### src/rtl/buffer4x1_pack_ctrl.sv
// Packs an upstream byte stream into an external 4-entry byte buffer (buffer4x1)
// and presents each completed or flushed 32-bit word downstream.
//
// Ports:
//   clk, rst          rising-edge clock, asynchronous active-low reset
//   in_data/in_valid  upstream byte and its valid; in_ready is the accept strobe
//   flush             closes the current partial word early
//   word_ready        downstream accepts the buffered word
//   word_valid        buffer holds a complete or flushed word
//   word_bytes        valid byte count (1..4) of the held word, MSB-first
//   buf_init/write/address/data  drive the buffer's control and data inputs
//   busy              not idle: state is not FILL or a partial word is pending
//   words_done        count of completed word handshakes (wraps)
module buffer4x1_pack_ctrl #(
  parameter int unsigned BYTES = 4,
  parameter int unsigned CNT_W = 8
) (
  input  logic             clk,
  input  logic             rst,
  input  logic [7:0]       in_data,
  input  logic             in_valid,
  output logic             in_ready,
  input  logic             flush,
  input  logic             word_ready,
  output logic             word_valid,
  output logic [2:0]       word_bytes,
  output logic             buf_init,
  output logic             buf_write,
  output logic [1:0]       buf_address,
  output logic [7:0]       buf_data,
  output logic             busy,
  output logic [CNT_W-1:0] words_done
);

  typedef enum logic [1:0] {
    StClear = 2'd0,
    StFill  = 2'd1,
    StHold  = 2'd2
  } state_e;

  localparam logic [2:0] LastIdx = 3'(BYTES - 1);
  localparam logic [2:0] Full    = 3'(BYTES);

  state_e           state_q, state_d;
  logic [2:0]       cnt_q, cnt_d;
  logic [2:0]       word_bytes_q, word_bytes_d;
  logic [CNT_W-1:0] words_done_q, words_done_d;
  logic             accept;

  always_ff @(posedge clk or negedge rst) begin
    if (!rst) begin
      state_q      <= StClear;
      cnt_q        <= 3'd0;
      word_bytes_q <= 3'd0;
      words_done_q <= '0;
    end else begin
      state_q      <= state_d;
      cnt_q        <= cnt_d;
      word_bytes_q <= word_bytes_d;
      words_done_q <= words_done_d;
    end
  end

  // Data and address pass straight through; only buf_write qualifies them.
  assign buf_data    = in_data;
  assign buf_address = cnt_q[1:0];
  assign accept      = in_valid && in_ready;

  always_comb begin
    state_d      = state_q;
    cnt_d        = cnt_q;
    word_bytes_d = word_bytes_q;
    words_done_d = words_done_q;
    in_ready     = 1'b0;
    buf_init     = 1'b0;
    buf_write    = 1'b0;
    word_valid   = 1'b0;

    unique case (state_q)
      StClear: begin
        // The buffer has no reset, so every word starts by wiping it.
        buf_init = 1'b1;
        cnt_d    = 3'd0;
        state_d  = StFill;
      end
      StFill: begin
        in_ready  = 1'b1;
        buf_write = in_valid;
        if (accept) begin
          cnt_d = cnt_q + 3'd1;
          if (cnt_q == LastIdx) begin
            word_bytes_d = Full;
            state_d      = StHold;
          end else if (flush) begin
            // Byte lands in the same cycle as the flush, so it counts.
            word_bytes_d = cnt_q + 3'd1;
            state_d      = StHold;
          end
        end else if (flush && (cnt_q != 3'd0)) begin
          word_bytes_d = cnt_q;
          state_d      = StHold;
        end
      end
      StHold: begin
        word_valid = 1'b1;
        if (word_ready) begin
          words_done_d = words_done_q + 1'b1;
          cnt_d        = 3'd0;
          state_d      = StClear;
        end
      end
      default: begin
        state_d = StClear;
        cnt_d   = 3'd0;
      end
    endcase
  end

  assign busy       = (state_q != StFill) || (cnt_q != 3'd0);
  assign word_bytes = word_bytes_q;
  assign words_done = words_done_q;

endmodule

### config.mk
export PLATFORM = sky130hd
export DESIGN_NAME = buffer4x1_pack_ctrl
export DESIGN_NICKNAME = d
export VERILOG_FILES = /design/src/rtl/buffer4x1_pack_ctrl.sv
export SDC_FILE = /design/constraint.sdc
export NUM_CORES = 1
export LEC_CHECK = 0
export CAP_MARGIN = 20
export CORE_AREA = 2 2 54 56
export CTS_CLUSTER_DIAMETER = 40
export CTS_CLUSTER_SIZE = 25
export DETAILED_ROUTE_END_ITERATION = 8
export DIE_AREA = 0 0 56 58
export GPL_ROUTABILITY_DRIVEN = 0
export PLACE_DENSITY = 0.73
export SLEW_MARGIN = 20
export SYNTH_ARGS = -nofsm -noshare
export SYNTH_HDL_FRONTEND = slang
export SYNTH_SLANG_ARGS = --single-unit
### constraint.sdc
create_clock -name clk -period 1.4 [get_ports clk]
set_clock_uncertainty 0.05 [all_clocks]
set_input_delay 0.14 -clock clk [delete_from_list [all_inputs] [get_ports clk]]
set_output_delay 0.14 -clock clk [all_outputs]
set_load 0.05 [all_outputs]
# Word-level counts from Yosys, hierarchy flattened
# Index checks and enable logic that the tools add are counted.
# op_classes
addsub	2
eq_ne	9
n_reduce_logical	10
mux	17
# ops
cell	count
two-way mux 3 bit	6
two-way mux 2 bit	5
adder 8 x 1 -> 8 bit, second input constant	1
case mux 2 bit (3 select lines)	1
case mux 3 bit (2 select lines)	1
AND reduction 3 bit	2
two-way mux 1 bit	4
inequality test 2 bit, second input constant	2
inequality test 4 bit, second input constant	1
AND reduction 2 bit	2
adder 3 x 1 -> 3 bit, second input constant	1
equality test 3 x 2 -> 1 bit, second input constant	1
inequality test 3 x 2 -> 1 bit, second input constant	1
inequality test 3 bit, second input constant	1
nonzero test 3 bit	1
equality test 2 x 1 -> 1 bit, second input constant	1
equality test 2 bit, second input constant	1
logical AND 1 bit	2
zero test 2 bit	1
inequality test 2 x 1 -> 1 bit, second input constant	1
nonzero test 2 bit	1
logical OR 1 bit	1
# totals
out_inout_bits	26
input_bits	13
elab_cells	42
ff_bits	16

# Logic depth before layout (Yosys ltp)
# logic_depth
word_depth	5
depth_mapped	5
ltp_nobuf	5

# Least setup slack after synthesis
# Ideal clock, no wire load.
# synth_timing
path_type	flip-flop to output port
from	register state_q[1]
to	output port buf_write
path_slack_ps	-175
arrival_time_ps	1385
path_stages_with_launch	4
path_cell_list	dfrtp_1 > nand2b_1 > inv_1 > and2_1
# synth_via
elab_chain_len	2
# synth_lines
item	line	text
from (decl)	44	state_e state_q, state_d;
from (signal assigned)	52	state_q <= StClear;
from (signal assigned)	57	state_q <= state_d;
equality test 2 x 1 -> 1 bit	79	unique case (state_q)
two-way mux 1 bit	79	
to (decl)	28	output logic buf_write,
# No other way between the ends.

# Worst setup path in the final report
# layout_timing
from	register cnt_q[0]
to	output port busy
# layout_via
elab_chain_len	2
# layout_lines
item	line	text
from (decl)	45	logic [2:0] cnt_q, cnt_d;
from (signal assigned)	58	cnt_q <= cnt_d;
nonzero test 3 bit	119	assign busy = (state_q != StFill) || (cnt_q != 3'd0);
logical OR 1 bit	119	
to (decl)	31	output logic busy,
# No other way between the ends.

==> flow_metrics.tcl <==
set metrics [dict create \
    grt_use_total_pct 14.81 \
    grt_antenna_before_repair 0 \
    type_of_the_tightest_min_delay_check "input port to asynchronous set/reset pin" \
    cell_type_with_the_largest_total_area_after_synthesis "sky130_fd_sc_hd__dfrtp_1" \
    path_max_fanout 4 \
    post_synth_num_cell_types 32 \
    route.detailed.vias_per_inst 5.061 \
    die_h_um 58 \
    yosys.area_share.xor_xnor_pct 7.161 \
    post_synth.cell_area_avg_um2 9.784 \
    power_density_nw_per_um2 2492 \
    grt_first_pass_wirelength_um 3726 \
    crit_start "cnt_q[0]$_DFFE_PN0P_" \
    worst-slew-pin-transition_ns 0.3074 \
    endpoint_kind "output port" \
    synth_top_area_share_pct 40.92 \
    fillers 214 \
    achievable-frequency_mhz 654.7 \
    worst-setup-path-type "flip-flop to output port" \
    count_of_standard_cell_rows 19 \
    report.final.slew_viol_count 0 \
    final_critical_path_setup_slack_ns -0.1275 \
    drt-total-wl_um 2416 \
    clk_root_buffer_cell "sky130_fd_sc_hd__clkbuf_4" \
    htree_num_levels 1 \
    fin_nets 150 \
    critical_path_cell_count 5 \
    yosys.area_share.adder_pct 5.115 \
    endpoint "busy" \
    ys_async_sr_fraction_pct 100.0 \
    power.static_leakage_nw 0.7192 \
    worst_case_reg_to_reg_path_depth 5 \
    ys_ff_latch 16 \
    initial_standard_cell_utilization_of_the_core_pct 36.75 \
    post_synth_top_cells "16 x sky130_fd_sc_hd__dfrtp_1, 12 x sky130_fd_sc_hd__nand2_1, 10 x sky130_fd_sc_hd__buf_4" \
    critPathSlowestCell "sky130_fd_sc_hd__dfrtp_1" \
    dieWidth_um 56 \
    cap_violations 0 \
    top_level_ports 39 \
    grt_pass1_vias 864 \
    cp-start-kind "flip-flop" \
    cp_slowest_stage_delay_ns 0.42 \
    failed_checks "setup timing" \
    maximum_number_of_pins_on_one_net_before_global_route_repair 17 \
    syn-num-nets 117 \
    cts_tree "built" \
    synth-main-ff-cell "sky130_fd_sc_hd__dfrtp_1" \
    yosys_warnings 0 \
    layout_min_cycle_time_ns 1.527 \
    timing.critical_path.cells "inv_1 -> ha_2 -> nor2b_4 -> nand2_2 -> buf_12" \
    core_area_um2 2663 \
    dominant_combinational_cell_family_by_area_after_synthesis "simple AND/OR/NAND/NOR gates" \
    synth_enable_flop_cells 0 \
    worst_skew_late_latency_ns 0.29 \
    power.ir.vdd_worst_uv 1537 \
    hold_viol_final 0 \
    cts.hold.buffers_added 0 \
    grt_overflow 0 \
    post-synth-top-count-cell "sky130_fd_sc_hd__dfrtp_1" \
    number_of_buffers_on_the_longest_clock_path 2 \
    timing.final.crit_share_pct 109.1 \
    insertedDiodeCount 0 \
    drive_above_1_share_pct 52.27 \
    post-place-ws_ns -0.1757 \
    r2r_slack_ns -0.13 \
    firstDrtPassIters 5 \
    cp_data_required_time_ns 1.21 \
    cp_num_buf_inv 2 \
    post_synth_main_area_contributors "sky130_fd_sc_hd__dfrtp_1 41%, sky130_fd_sc_hd__buf_4 7.7%, sky130_fd_sc_hd__xnor2_1 5.4%" \
    relSlewSlack_pct 79.29 \
    post-route-util_pct 59.12 \
    status "complete, but fails checks" \
    setup_violations 7 \
    reg2reg_from "cnt_q[0]$_DFFE_PN0P_" \
    cts_buffers 3 \
    ys_seq_area_share_pct 40.92 \
    worst_ep_arrival_time_ns 1.34 \
    routed-via-count 825 \
    syn-instance-count 100 \
    cts.sink_count 16 \
    r2r_end "word_bytes[2]$_DFFE_PN0P_" \
    synth_area_um2 978.4 \
    detail-route-antenna-nets 0 \
    cpLargestDelayFamily "flip-flops" \
    synth_simple_gate_area_share_pct 23.15 \
    area_enclosed_by_the_die_boundary_um2 3248 \
    unrepaired_setup_endpoints_after_global_routing "yes" \
    detail_route.wl_per_cell_um 14.82 \
    placement.io_buffers 22 \
    drt-initial-drc-count 5 \
    clk_pin_slew_ns 0.09 \
    dp_hpwl_um 1663 \
    area.growth.synth_to_final_pct 60.87 \
    synth_mux_area_share_pct 0 \
    drcViolationCount 0 \
    compound_cell_area_share_of_the_yosys_netlist_pct 10.74 \
]
-- how the worst min path moves through the flow --
stage | to | cells past startpoint | from | slack, ns
after CTS | word_bytes[2]$_DFFE_PN0P_ | 2 | rst | 0.11
after global placement | buf_data[4] | 0 | in_data[4] | 0.23
after detailed placement | buf_data[4] | 0 | in_data[4] | 0.23
after floorplan | cnt_q[0]$_DFFE_PN0P_ | 0 | rst | -0.21
final | word_bytes[2]$_DFFE_PN0P_ | 2 | rst | 0.11
after global routing | word_bytes[2]$_DFFE_PN0P_ | 2 | rst | 0.13
-- sequential cells by signal, summed over array words and instances, names as in the netlist --
register,count
cnt_q,3
state_q,2
word_bytes,3
words_done,8
-- cells by family (layout without fill, tap and decap cells) --
kind of cell    after synthesis  count (layout)
xor+xnor                      8               8
buf+inv                      21              53
fa+ha+maj                     4               4
flops                        16              16
compound gates               17              17
simple gates                 34              34
-- per-layer routing --
metal | wire [µm] | vias to the layer above | global-route usage, % | part of all wire (%)
li1 | - | 395 | - | -
met1 | 933 | 404 | 16.29 | 39
met2 | 1336 | 20 | 26.05 | 55
met3 | 103 | 6 | 4.688 | 4.3
met4 | 42 | 0 | 7.143 | 1.7
met5 | 0 | - | 0 | 0
-- what timing repair did --
item	4_1_cts	5_1_grt
setup endpoints to repair	10	15
pin swaps	2	5
resized for setup	12	4
buffers inserted	6	3
-- worst reg2reg max path, stage by stage (launching register included) --
cell and delay, ns:
sky130_fd_sc_hd__dfrtp_1 0.42, sky130_fd_sc_hd__inv_1 0.08, sky130_fd_sc_hd__ha_2 0.18, sky130_fd_sc_hd__or3b_4 0.41, sky130_fd_sc_hd__a21boi_2 0.14, sky130_fd_sc_hd__o211ai_1 0.11
-- report_power, final --
group / switching, mW / total [mW] / internal (mW)
combinational: 1.38 / 2.78 / 1.41
clock: 0.144 / 0.303 / 0.159
sequential: 0.214 / 0.836 / 0.622
-- final cells by class --
class | count | area [µm²] | share of cell area (%)
flip-flops and latches | 16 | 407.9 | 25.91
multi-input cells | 63 | 509.2 | 32.35
inverters | 8 | 32.53 | 2.067
clock buffers | 4 | 36.28 | 2.305
repair buffers | 41 | 549.3 | 34.90
well taps | 31 | 38.79 | 2.464
-- cell usage in the layout, fill, tap and decap left out, types with 2 or more instances in the layout --
| cell type | netlist | final |
|---|---|---|
| sky130_fd_sc_hd__a21oi_1 | 3 | 2 |
| sky130_fd_sc_hd__dfrtp_1 | 16 | 10 |
| sky130_fd_sc_hd__o211ai_1 | 3 | 3 |
| sky130_fd_sc_hd__xor2_1 | 2 | 2 |
| sky130_fd_sc_hd__xnor2_1 | 6 | 6 |
| sky130_fd_sc_hd__clkdlybuf4s50_1 | 0 | 3 |
| sky130_fd_sc_hd__nand2_1 | 12 | 11 |
| sky130_fd_sc_hd__buf_4 | 10 | 17 |
| sky130_fd_sc_hd__ha_2 | 0 | 3 |
| sky130_fd_sc_hd__clkbuf_4 | 0 | 3 |
| sky130_fd_sc_hd__buf_12 | 0 | 18 |
| sky130_fd_sc_hd__buf_6 | 1 | 2 |
| sky130_fd_sc_hd__a31oi_1 | 2 | 2 |
| sky130_fd_sc_hd__dfrtp_2 | 0 | 6 |
| sky130_fd_sc_hd__o21ai_0 | 5 | 5 |
| sky130_fd_sc_hd__and3b_2 | 2 | 2 |
| sky130_fd_sc_hd__nand4_1 | 3 | 3 |
| sky130_fd_sc_hd__inv_1 | 8 | 7 |
-- per-stage QoR --
step | power, mW | cell area (µm²) | instances | hold WS, ns | setup TNS, ns
after floorplan | 2.157 | 1003 | 100 | -0.2056 | -0.1576
after global placement | 3.165 | 1421 | 150 | 0.2304 | -0.1917
after detailed placement | 3.221 | 1421 | 150 | 0.2304 | -0.5797
after CTS | 3.820 | 1535 | 160 | 0.1087 | -0.5754
after global routing | 4.096 | 1574 | 163 | 0.1273 | -1.175
final | 3.922 | 1574 | 163 | 0.1052 | -0.5737
(Power assumes the default switching activity.)
